### src/rtl/cmp_pkg.sv
// Shared constants and state encoding for the max-scan controller.
package cmp_pkg;

  localparam int N_DEF     = 8;
  localparam int DEPTH_DEF = 8;

  typedef enum logic [1:0] {
    ST_LOAD   = 2'd0,
    ST_SCAN   = 2'd1,
    ST_RESULT = 2'd2
  } state_e;

endpackage

### src/rtl/mag_compare.sv
// Unsigned magnitude comparator: EQ when A==B, GT when A>B.
module mag_compare #(
  parameter int N = 8
) (
  input  logic [N-1:0] A,
  input  logic [N-1:0] B,
  output logic         EQ,
  output logic         GT
);

  assign EQ = (A == B);
  assign GT = (A > B);

endmodule

### src/rtl/max_scan_ctrl.sv
// Buffers a set of words, then scans it one compare per cycle for the
// largest value and its first arrival index.
//   state     | meaning
//   ST_LOAD   | accepting words into the buffer
//   ST_SCAN   | one buffered word compared against the running max per cycle
//   ST_RESULT | result held until the consumer takes it
module max_scan_ctrl
  import cmp_pkg::*;
#(
  parameter int N     = N_DEF,
  parameter int DEPTH = DEPTH_DEF
) (
  input  logic                     CLK,
  input  logic                     RST_N,
  input  logic                     IN_VALID,
  output logic                     IN_READY,
  input  logic [N-1:0]             IN_DATA,
  input  logic                     IN_LAST,
  output logic                     OUT_VALID,
  input  logic                     OUT_READY,
  output logic [N-1:0]             MAX_DATA,
  output logic [$clog2(DEPTH)-1:0] MAX_IDX,
  output logic [$clog2(DEPTH):0]   COUNT,
  output logic                     BUSY
);

  localparam int AW = $clog2(DEPTH);

  state_e        state_q, state_d;
  logic [AW-1:0] wr_ptr_q, wr_ptr_d;
  logic [AW-1:0] i_q, i_d;
  logic [N-1:0]  max_q, max_d;
  logic [AW-1:0] idx_q, idx_d;
  logic [AW:0]   count_q, count_d;
  logic [N-1:0]  buf_q [DEPTH];

  logic          accept;
  logic [N-1:0]  cmp_a;
  logic          cmp_eq, cmp_gt;

  assign accept = (state_q == ST_LOAD) && IN_VALID;
  assign cmp_a  = buf_q[i_q];

  mag_compare #(.N(N)) u_cmp (
    .A  (cmp_a),
    .B  (max_q),
    .EQ (cmp_eq),
    .GT (cmp_gt)
  );

  always_comb begin
    state_d  = state_q;
    wr_ptr_d = wr_ptr_q;
    i_d      = i_q;
    max_d    = max_q;
    idx_d    = idx_q;
    count_d  = count_q;
    case (state_q)
      ST_LOAD: begin
        if (accept) begin
          wr_ptr_d = wr_ptr_q + AW'(1);
          if (IN_LAST || (wr_ptr_q == AW'(DEPTH - 1))) begin
            count_d = {1'b0, wr_ptr_q} + (AW+1)'(1);
            // buf[0] is still being written when the set has one word
            max_d   = (wr_ptr_q == '0) ? IN_DATA : buf_q[0];
            idx_d   = '0;
            i_d     = AW'(1);
            state_d = (wr_ptr_q == '0) ? ST_RESULT : ST_SCAN;
          end
        end
      end
      ST_SCAN: begin
        // strictly greater only, so ties keep the earlier index
        if (cmp_gt && !cmp_eq) begin
          max_d = cmp_a;
          idx_d = i_q;
        end
        if ({1'b0, i_q} == (count_q - (AW+1)'(1))) state_d = ST_RESULT;
        else                                       i_d     = i_q + AW'(1);
      end
      ST_RESULT: begin
        if (OUT_READY) begin
          state_d  = ST_LOAD;
          wr_ptr_d = '0;
        end
      end
      default: state_d = ST_LOAD;
    endcase
  end

  always_ff @(posedge CLK or negedge RST_N) begin
    if (!RST_N) begin
      state_q  <= ST_LOAD;
      wr_ptr_q <= '0;
      i_q      <= '0;
      max_q    <= '0;
      idx_q    <= '0;
      count_q  <= '0;
    end else begin
      state_q  <= state_d;
      wr_ptr_q <= wr_ptr_d;
      i_q      <= i_d;
      max_q    <= max_d;
      idx_q    <= idx_d;
      count_q  <= count_d;
    end
  end

  always_ff @(posedge CLK) begin
    if (accept) buf_q[wr_ptr_q] <= IN_DATA;
  end

  assign IN_READY  = (state_q == ST_LOAD);
  assign OUT_VALID = (state_q == ST_RESULT);
  assign BUSY      = (state_q != ST_LOAD);
  assign MAX_DATA  = max_q;
  assign MAX_IDX   = idx_q;
  assign COUNT     = count_q;

endmodule

### config.mk
export PLATFORM = sky130hd
export DESIGN_NAME = max_scan_ctrl
export DESIGN_NICKNAME = d
export VERILOG_FILES = /design/src/rtl/cmp_pkg.sv /design/src/rtl/mag_compare.sv /design/src/rtl/max_scan_ctrl.sv
export SDC_FILE = /design/constraint.sdc
export NUM_CORES = 1
export LEC_CHECK = 0
export CAP_MARGIN = 5
export CORE_AREA = 3 3 78 116
export DETAILED_ROUTE_END_ITERATION = 7
export DIE_AREA = 0 0 81 119
export GPL_TIMING_DRIVEN = 0
export PLACE_DENSITY = 0.8
export SETUP_SLACK_MARGIN = 0.5
export SLEW_MARGIN = 10
export SYNTH_ARGS = -nofsm -noshare
export SYNTH_HDL_FRONTEND = slang
export SYNTH_SLANG_ARGS = --single-unit
### constraint.sdc
create_clock -name CLK -period 3.9 [get_ports CLK]
set_input_delay 0.78 -clock CLK [delete_from_list [all_inputs] [get_ports CLK]]
set_output_delay 0.78 -clock CLK [all_outputs]
set_load 0.005 [all_outputs]
==> Word-level counts from Yosys, hierarchy flattened <==
Memory sizes are Yosys's and may differ from the RTL's.
Index checks and enable logic that the tools add are counted.
{ "classes": {"add_sub_neg": 4, "mul": 0, "div": 0, "order_cmp": 1, "eq_ne": 11, "shift": 0, "n_mux": 24, "bitwise": 0, "n_reduce_logical": 14} }
{ "ops": {"columns": ["op", "count"], "rows": [
  ["8-bit two-way mux", 4],
  ["3-bit two-way mux", 8],
  ["3-bit one-hot mux with 2 select lines", 3],
  ["8-bit one-hot mux with 2 select lines", 1],
  ["4-bit AND reduction", 3],
  ["2-bit two-way mux", 5],
  ["8-bit == test", 1],
  ["8-bit > comparator", 1],
  ["3-bit by 1-bit adder with 3-bit output, second input constant", 2],
  ["2-bit by 1-bit inequality test with 1-bit output, second input constant", 3],
  ["2-bit inequality test, second input constant", 3],
  ["2-bit one-hot mux with 3 select lines", 1],
  ["3-bit AND reduction", 2],
  ["2-bit nonzero test", 3],
  ["3-bit by 1-bit adder with 4-bit output, second input constant", 1],
  ["3-bit by 4-bit == test with 1-bit output", 1],
  ["4-bit by 1-bit subtractor with 4-bit output, second input constant", 1],
  ["3-bit == test, second input constant", 1],
  ["3-bit zero test", 1],
  ["2-bit by 1-bit == test with 1-bit output, second input constant", 1],
  ["2-bit == test, second input constant", 1],
  ["1-bit logical AND", 2],
  ["2-bit zero test", 1],
  ["1-bit two-way mux", 2],
  ["other kinds (2)", 2]
]} }
{ "totals": {"reg_bits": 23, "latchBits": 0, "mem_bits_rw": 64, "rom_bits": 0, "input_bits": 13, "n_memories": 1} }
{ "mem_list": {"columns": ["name", "words", "width", "read_ports", "rd_ports_with_merged_regs", "wr", "line", "text"], "rows": [
  ["buf_q", 8, 8, 2, 0, 1, "max_scan_ctrl.sv:35", "logic [N-1:0] buf_q [DEPTH];"]
]} }

==> Longest topological paths before layout <==
An unclocked memory read counts as a cell.
{ "depth": {"depth_word": 6, "ltp_mapped": 12, "mapped_depth_nobuf": 9} }

==> Modules after synthesis <==
From an unflattened synthesis, not the netlist that was laid out.
{ "unflattened": {"hier_cells": 307, "area_unflattened_um2": 4098.9} }
{ "modules_own_cells": {"columns": ["module", "n_inst", "cells_each", "area_each_um2", "seq_area_each_um2"], "rows": [
  ["max_scan_ctrl", 1, 279, 3878.7, 2497.4],
  ["mag_compare", 1, 28, 220.2, 0.0]
]} }

==> Least setup slack after synthesis <==
OpenSTA, ideal clock, no wires.
{ "synth_path": {"path_kind": "reg2reg", "from": "reg i_q[0]", "to": "reg max_q[1], in the netlist MAX_DATA[1]", "setup_ns": 0.079, "t_arrival_ns": 2.650, "required_time_ns": 3.821, "setup_slack_ns": 1.171, "path_stages_with_launch": 13, "n_path_buf": 3, "synth_period_minus_slack_ns": 2.729, "cell_sequence": "dfrtp_1 > buf_6 > buf_4 > mux2_2 > o22ai_1 > a221oi_1 > ha_1 > a211o_1 > o211ai_1 > a31oi_1 > a21oi_1 > buf_2 > mux2i_1"} }
{ "synth_between": {"elab_chain_len": 6, "word_cells_on_any_way": 9} }
{ "synth_rtl": {"columns": ["item", "line", "text"], "rows": [
  ["start, declared", "max_scan_ctrl.sv:31", "logic [AW-1:0] i_q, i_d;"],
  ["start signal, assigned", "max_scan_ctrl.sv:102", "i_q <= i_d;"],
  ["memory 8 x 8 bit *", null, null],
  ["branches (longest 5 deep; another with 8-bit > comparator)", null, null],
  ["end signal, assigned", "max_scan_ctrl.sv:103", "max_q <= max_d;"],
  ["end, declared", "max_scan_ctrl.sv:32", "logic [N-1:0] max_q, max_d;"]
]} }
Mark *: on every way between the ends. The select of a mux whose other input is x is not followed.
A chain may end at the register's enable or synchronous reset.

==> Worst setup path in the final report <==
{ "layout_path": {"from": "reg i_q[0]", "to": "reg idx_q[1], in the netlist MAX_IDX[1]"} }
{ "layout_between": {"elab_chain_len": 6, "word_cells_on_any_way": 7} }
{ "layout_rtl": {"columns": ["item", "line", "text"], "rows": [
  ["memory 8 x 8 bit *", null, null],
  ["branches (longest 2 deep; another with 8-bit > comparator)", null, null],
  ["1-bit logical AND *", "max_scan_ctrl.sv:74", "if (cmp_gt && !cmp_eq) begin"],
  ["2-bit inequality test (no line) *", null, null],
  ["4-bit AND reduction (no line) *", null, null],
  ["end signal, assigned", "max_scan_ctrl.sv:104", "idx_q <= idx_d;"],
  ["end, declared", "max_scan_ctrl.sv:33", "logic [AW-1:0] idx_q, idx_d;"]
]} }
Mark *: on every way between the ends.

==> results.md <==
- Status: completed
- Overall power: about 3800 uW
- Netlist Area Pre-Place: about 4000 um^2
- Total Routing Usage GR: about 17%
- Die H: 119 um
- Fmax: 0.3226 GHz
- Full die area: ~9600 um^2
- Setup CP Type: reg2reg
- Routed Wire Length: ~7500 um
- Drt pass-1 iters: 4
- Clk Latency, worst-skew pair: 340 ps
- Worst Setup Start Kind: register
- Final net count: 364
- GR Util met1: between 20% and 30%
- Worst EP required: approximately 4200 ps
- Rows: 40
- Initial core utilization: between 40 and 50%
- Max Root-Sink Buffers: 2
- Gpl congestion: between 0.8 and 0.9
- Final hold violation count: 0
- Final antenna-violating net count: 0
- Worst slew pin tran: about 1200 ps
- Final Cycle Share: 79.49%
- Initial antenna violation count: 0
- Sequential area share after synthesis: a little over three fifths
- Sink Count: just under 90
- Worst-path clk slew: approximately 60 ps
- Crit end category: register
- Synth Net Count: ~320
- Max-Cap Viols: 0
- Core Box Area: slightly above 8000 um^2
- YS warnings: 0
- GRT busiest layer: met2
- EDFF count, synth: 64
- Post-DR wirelength/cell: around 17 um
- VDD IR max: ~0.34 mV
- Largest net degree at the start of global routing: 24
- Primary FF master, synth: edfxtp_1
- Number of distinct library cells after synthesis: 38
- Hold WC Path Type: reg2reg
- RSZ-0062 raised after global routing: no
- Post-CTS setup buffer count: 0
- Synth area leaders: edfxtp_1 (48%), dfrtp_1 (14%), mux2i_1 (9.0%), mux2_2 (4.5%), ha_1 (4.1%)
- # DRC: 0
- First-pass GRT wire length: 12570 um
- IO Pins: 31
- Clock root cell: clkbuf_16
- Total number of vias: roughly 2500
- Top-area cell type share of the netlist area: approximately half
- Total CTS buffers: 9
- Slew Limit Headroom: 18.03%
- Vias per std cell: roughly 5.5
- CTS tree: done
- Die width: slightly above 80 um
- Syn Area/Cell: ~13 um^2
- Leakage Power: approximately 0.0018 uW
- GR Layer Usage met3: around 3.6%
- Slew Viols, Final: 0
- Worst endpoint data arrival time: 3360 ps
- GR Layer Usage met2: approximately 29%
- Overflow after GRT: 0
- Synth Instances: about 300
- Share of layout cells above drive strength 1: 12.24%
- First DRT Iteration DRCs: between 150 and 200
- Synth area leader: edfxtp_1
- Fill cells: approximately 660
- Port bufs: 30
- Crit Path Max Fanout: 10
- Vias in the first global route: between 2000 and 3000
- Power per cell area: a little over 800 nW/um^2
- Post-DP HPWL: 5448 um
- Final setup TNS: 0 ps
- Synth Register Bits: 87
- H-Tree Depth: 3
- Ant diodes: 0
- Final setup vio count: 0
- Async set-reset flop share out of synthesis: 26.44%
- Skew final: 6.074 ps
- Area Overhead vs Synth: 18.39%
- Tmin final: between 3000 and 4000 ps
## layer usage
| layer | wire length, um | share of wire (%) |
|---|---|---|
| met2 | 3946 | 53 |
| met5 | 0 | 0 |
| met4 | 211 | 2.8 |
| met1 | 3055 | 41 |
| met3 | 238 | 3.2 |
## state kept, by name, indices dropped and copies added, names as in the netlist
name	cells
wr_ptr_q	3
MAX_DATA	8
buf_q	64
MAX_IDX	3
i_q	3
COUNT	4
state_q	2
## final cells by class
cell class | count | area [um^2] | share of cell area, %
Buffer | 14 | 92.59 | 1.955
Multi-Input combinational cell | 177 | 1348 | 28.45
Clock inverter | 7 | 71.32 | 1.506
Clock buffer | 9 | 225.2 | 4.754
Inverter | 19 | 71.32 | 1.506
Timing Repair Buffer | 30 | 300.3 | 6.339
Sequential cell | 87 | 2497 | 52.72
Tap cell | 105 | 131.4 | 2.773
## cells in the mapped netlist (all sizes together) (2+ instances only)
cell    count
nand2b      5
inv        19
a21oi      11
nand4       3
dfrtp      23
xnor2       4
mux2i      36
o21ai       7
clkbuf      4
a22oi       2
o211ai      3
mux2       17
buf        10
nor3        4
nand2      17
ha         13
edfxtp     64
nand3       2
nor2b       6
o22ai       9
a221oi      7
nor2       19
## kinds of logic after synthesis
family / Yosys count / synth area share [%]
flops: 87 / 62.41
compound gates: 45 / 7.348
fa+ha+maj: 13 / 4.065
xor+xnor: 5 / 1.094
simple gates: 61 / 7.380
buf+inv: 33 / 3.908
mux: 53 / 13.79
## placed cells by master (no fill, tap or decap), drive strengths merged, types with 2 or more instances in the layout
cell type,instances
a221oi,7
o21ai,7
o22ai,9
nand3,2
clkdlybuf4s50,30
a22oi,2
nor2b,6
edfxtp,64
nand2b,5
ha,13
nor2,19
buf,10
a21oi,11
nand2,17
nor3,4
nand4,3
mux2,17
o211ai,3
inv,21
clkinv,4
mux2i,36
xnor2,4
clkbuf,13
dfrtp,23
## timing repair
action                                  4_1_cts  5_1_grt
hold buffers                                  0        0
endpoints found under the setup margin        0       10
gates resized for setup                       0        5
## power by group
part	internal (uW)	total [uW]	switching (uW)
clock network	498	853	355
registers	1190	1300	114
logic	807	1660	853
total	2500	3820	1320
## worst paths after layout
check	depth (start not counted)	slack [ps]	startpoint	endpoint
worst min-delay path	2	520	MAX_IDX[0]	MAX_IDX[0]
worst max register to register	12	800	i_q[0]	MAX_IDX[1]
max in group asynchronous	1	2260	RST_N	i_q[1]
worst min register to register	2	520	MAX_IDX[0]	MAX_IDX[0]
worst max-delay path	12	800	i_q[0]	MAX_IDX[1]
min in group asynchronous	1	1010	RST_N	wr_ptr_q[2]
## critical path: stages, from the launching register on
cell and delay (ps):
dfrtp_1 370, buf_6 170, buf_4 210, mux2_2 360, o22ai_1 220, a221oi_1 110, ha_1 340, a211o_1 290
o211ai_1 130, nand4_1 160, a21oi_1 240, buf_6 210, mux2i_1 200
## metrics by stage
step	setup WS, ps	instance area [um^2]	cells	hold WS [ps]	util [%]
final	800.0	4737	448	520.2	58.43
after global routing	516.5	4737	448	543.2	58.43
after CTS	641.5	4730	448	526.8	58.33
after detailed placement	657.5	4433	432	516.8	54.68
after global placement	765.6	4433	432	506.0	54.68
after floorplan	1171	4001	297	484.4	-
No activity file was read; power rests on OpenSTA's default activity.
==> edit 1: new RTL, config.mk and constraints unchanged <==
Reset style: synchronous (`RST_N`), changed in one clocked block.
--- a/src/rtl/max_scan_ctrl.sv
+++ b/src/rtl/max_scan_ctrl.sv
@@ -90,3 +90,3 @@
 
-  always_ff @(posedge CLK or negedge RST_N) begin
+  always_ff @(posedge CLK) begin
     if (!RST_N) begin
Formal check against the unedited RTL: differs if RST_N is asserted again (counterexample within 4 cycles, from zero or initial values and one cycle with RST_N low); with RST_N held inactive, the same outputs for 4 cycles.
==> edit 1 against the unedited design <==
Setup slack gained 0.12 ns; final area grew 3.5%; wire length shrank 0.83%; sequential share of layout area shrank 2.9 points; sequential cell count grew 3; utilization grew 2.1 points; area after synthesis grew 4.9%; non-clock buffer count is the same; critical path type unchanged; highest routed layer unchanged.
Power is not compared: it rests on default switching activity, and its combinational part moved more than twofold at a synthesized area within 25%.
==> edit 1: results (changes against the unedited design) <==
| Metric | Value |
|---|---|
| Status | finished clean |
| Library cells used by synthesis | 49 (+29%) |
| Vias per cell | 5.56 (+1.6%) |
| GRT Total Usage | 0.167 (-0.00708) |
| Commonest cells post-synth | edfxtp_1, nand2_1, dfxtp_1 |
| Layout Skew | 0.00695 ns (+0.000876 ns) |
| Mux contribution to synthesized area | 0.145 (+0.00692) |
| CP max stage delay | 0.51 ns (+0.14 ns) |
| Area contributors post-synth | edfxtp_1, dfxtp_1, mux4_2 |
| Family with the most delay on the worst path | multiplexers |
| Worst slew margin | 0.224 (+0.0436) |
| Synth Area in Compound Gates | 0.0706 (-0.00286) |
| Slowest CP cell | mux4_2 |
| Via count | 2495 (+1.8%) |
| Adder and majority cell fraction of the synthesized area | 0.0387 (-0.00191) |
| Synth area leader | edfxtp_1 |
| Post-Synth XOR/XNOR Area | 0.00834 (-0.00260) |
| Cell total after placement | 433 (+0.23%) |
| Share of cells above drive strength 1 | 0.172 (+0.0491) |
| Syn Nets | 325 (+0.62%) |
| CP max FO | 10 (unchanged) |
| Final net count | 365 (+0.27%) |
| Post-synthesis sequential area ratio | 0.582 (-0.0425) |
| Initial DRC count | 97 (-42%) |
| DR WL/cell | 16.5 um (-1.1%) |
| Global-route wire length before repair | 12200 um (-2.9%) |
| Largest net degree at the start of global routing | 16 (-33%) |
| Worst slack at placement | 0.628 ns (-0.0296 ns) |
| Placed Area | 4620 um2 (+4.2%) |
| Port Buf Inserts | 29 (-3.3%) |
| Worst EP arrival | 3.24 ns (-0.12 ns) |
## edit 1: report_power, final
group          switching, mW  internal, mW  total (mW)
Sequential            0.0230          1.06        1.08
Clock                  0.340         0.452       0.792
Combinational          0.166         0.154       0.320
Total                  0.529          1.67        2.20
## edit 1: worst paths after layout
check,from,end,slack (ns),cells after the start
setup reg to reg,register,MAX_IDX[1],0.92,10
hold reg to reg,MAX_IDX[0],MAX_IDX[0],0.46,2
hold / removal,MAX_IDX[0],MAX_IDX[0],0.46,2
setup / recovery,register,MAX_IDX[1],0.92,10
## edit 1: worst register-to-register path: cells and delay by family (launching register included)
kind,cells,cell delay (ns)
muxes,3,1.00
buffers and inverters,3,0.52
AOI/OAI and AO/OA,1,0.35
and+or+nand+nor,2,0.40
adders and majority gates,1,0.31
DFF,1,0.32
## edit 1: layout make-up
| cell class | count | area, um2 | share of cell area |
|---|---|---|---|
| flip-flops and latches | 90 | 2440 | 0.498 |
| plain buffers | 15 | 164 | 0.0334 |
| clock buffers | 11 | 243 | 0.0495 |
| clock inverters | 5 | 36.3 | 0.00740 |
| repair buffers | 29 | 290 | 0.0592 |
| well taps | 105 | 131 | 0.0268 |
| inverters | 14 | 52.6 | 0.0107 |
| multi-input cells | 180 | 1550 | 0.315 |
## edit 1: cell families after synthesis
kind of cell | Yosys count
flip-flops | 90
adder cells (fa/ha/maj) | 13
XOR/XNOR | 4
buffers and inverters | 29
AO/OA/AOI/OAI | 35
AND/OR/NAND/NOR | 93
multiplexers | 35
## edit 1: metal layers
| metal | GRT usage | wire (um) | up-vias |
|---|---|---|---|
| li1 | - | - | 1201 |
| met1 | 0.199 | 2920 | 1233 |
| met2 | 0.293 | 4070 | 49 |
| met3 | 0.0348 | 284 | 12 |
| met4 | 0.0581 | 113 | 0 |
| met5 | 0 | 0 | - |
==> edit 2: new RTL, same flow settings <==
Without the edit above. `N_DEF`: 8 -> 4.
--- a/src/rtl/cmp_pkg.sv
+++ b/src/rtl/cmp_pkg.sv
@@ -3,3 +3,3 @@
 
-  localparam int N_DEF     = 8;
+  localparam int N_DEF     = 4;
   localparam int DEPTH_DEF = 8;
Ports: changed (resized IN_DATA and MAX_DATA); port bits go from 31 to 23. No check against the original RTL was run, so the function may have changed too.
==> edit 2 against the unedited design <==
Count of clock-buffer cells in the layout shrank 3; clock skew up 0.00063 ns; power decreased by 39%; wire length decreased by 39%; worst hold slack worse by 0.0024 ns; sequential cell count fell by 36; final area shrank 37%; critical path depth shrank 3; combinational power is 34% lower; setup slack improved by 0.022 ns; cell count is 29% lower; sequential power decreased by 37%; area after synthesis down 38%; critical path type unchanged; highest routed layer unchanged.
==> edit 2: results (changes against the unedited design) <==
| Metric | Value |
|---|---|
| Worst slew margin | 0.428 (+0.248) |
| Filler Cells Inserted | 795 (+21%) |
| Family with the most delay on the worst path | multiplexers |
| Grt met2 use | 0.195 (-0.0905) |
| Largest register FFs | 32 (-50%) |
| Initial DRC count | 42 (-75%) |
| Slowest CP cell | mux4_2 |
| Adder and majority cell fraction of the synthesized area | 0.0454 (+0.00471) |
| Met1 Usage GRT | 0.111 (-0.100) |
| Syn Nets | 202 (-37%) |
| Port Buf Inserts | 21 (-30%) |
| Mux contribution to synthesized area | 0.150 (+0.0118) |
| Fmax | 325 MHz (+0.70%) |
| Status | finished clean |
| Post-Synth XOR/XNOR Area | 0.0141 (+0.00317) |
| Worst-Skew Late Latency | 0.29 ns (-0.05 ns) |
| RePlAce Congestion | 0.780 (-9.9%) |
| Area contributors post-synth | edfxtp_1, dfrtp_1, ha_1 |
| Reg power frac | 0.350 (+0.008) |
| Placed Area | 2820 um2 (-36%) |
| Vias in the first global route | 1592 (-37%) |
| Drt total wl | 4520 um (-39%) |
| Global-route wire length before repair | 7810 um (-38%) |
| Hpwl dp | 3550 um (-35%) |
| Wire length on met1 | 1720 um (-44%) |
| Largest net degree at the start of global routing | 20 (-17%) |
| Commonest cells post-synth | edfxtp_1, dfrtp_1, nand2_1, inv_1, nor2_1 |
| VDD IR max | 0.302 mV (-11%) |
| Power in sequential cells | 816 uW (-37%) |
| Layout Skew | 0.00671 ns (+0.000633 ns) |
edit 2: worst min-delay path by stage:
stage | from | to | slack [ns] | cells past startpoint
2_1_floorplan | RST_N | COUNT[0] | 0.48 | 0
3_3_place_gp | COUNT[0] | COUNT[0] | 0.51 | 2
3_5_place_dp | MAX_IDX[0] | MAX_IDX[0] | 0.52 | 2
4_1_cts | MAX_IDX[0] | MAX_IDX[0] | 0.53 | 2
5_1_grt | MAX_IDX[2] | MAX_IDX[2] | 0.55 | 2
6_report | MAX_IDX[0] | MAX_IDX[0] | 0.52 | 2
edit 2: layout make-up:
class / instances / area (um2) / share of cell area
sequential: 51 / 1440 / 0.484
inverter: 13 / 48.8 / 0.0165
clock buffer: 6 / 129 / 0.0435
buffer: 7 / 56.3 / 0.0190
clock inverter: 2 / 12.5 / 0.00422
tap: 105 / 131 / 0.0443
timing repair buffer: 21 / 210 / 0.0709
multi-input combinational: 113 / 941 / 0.317
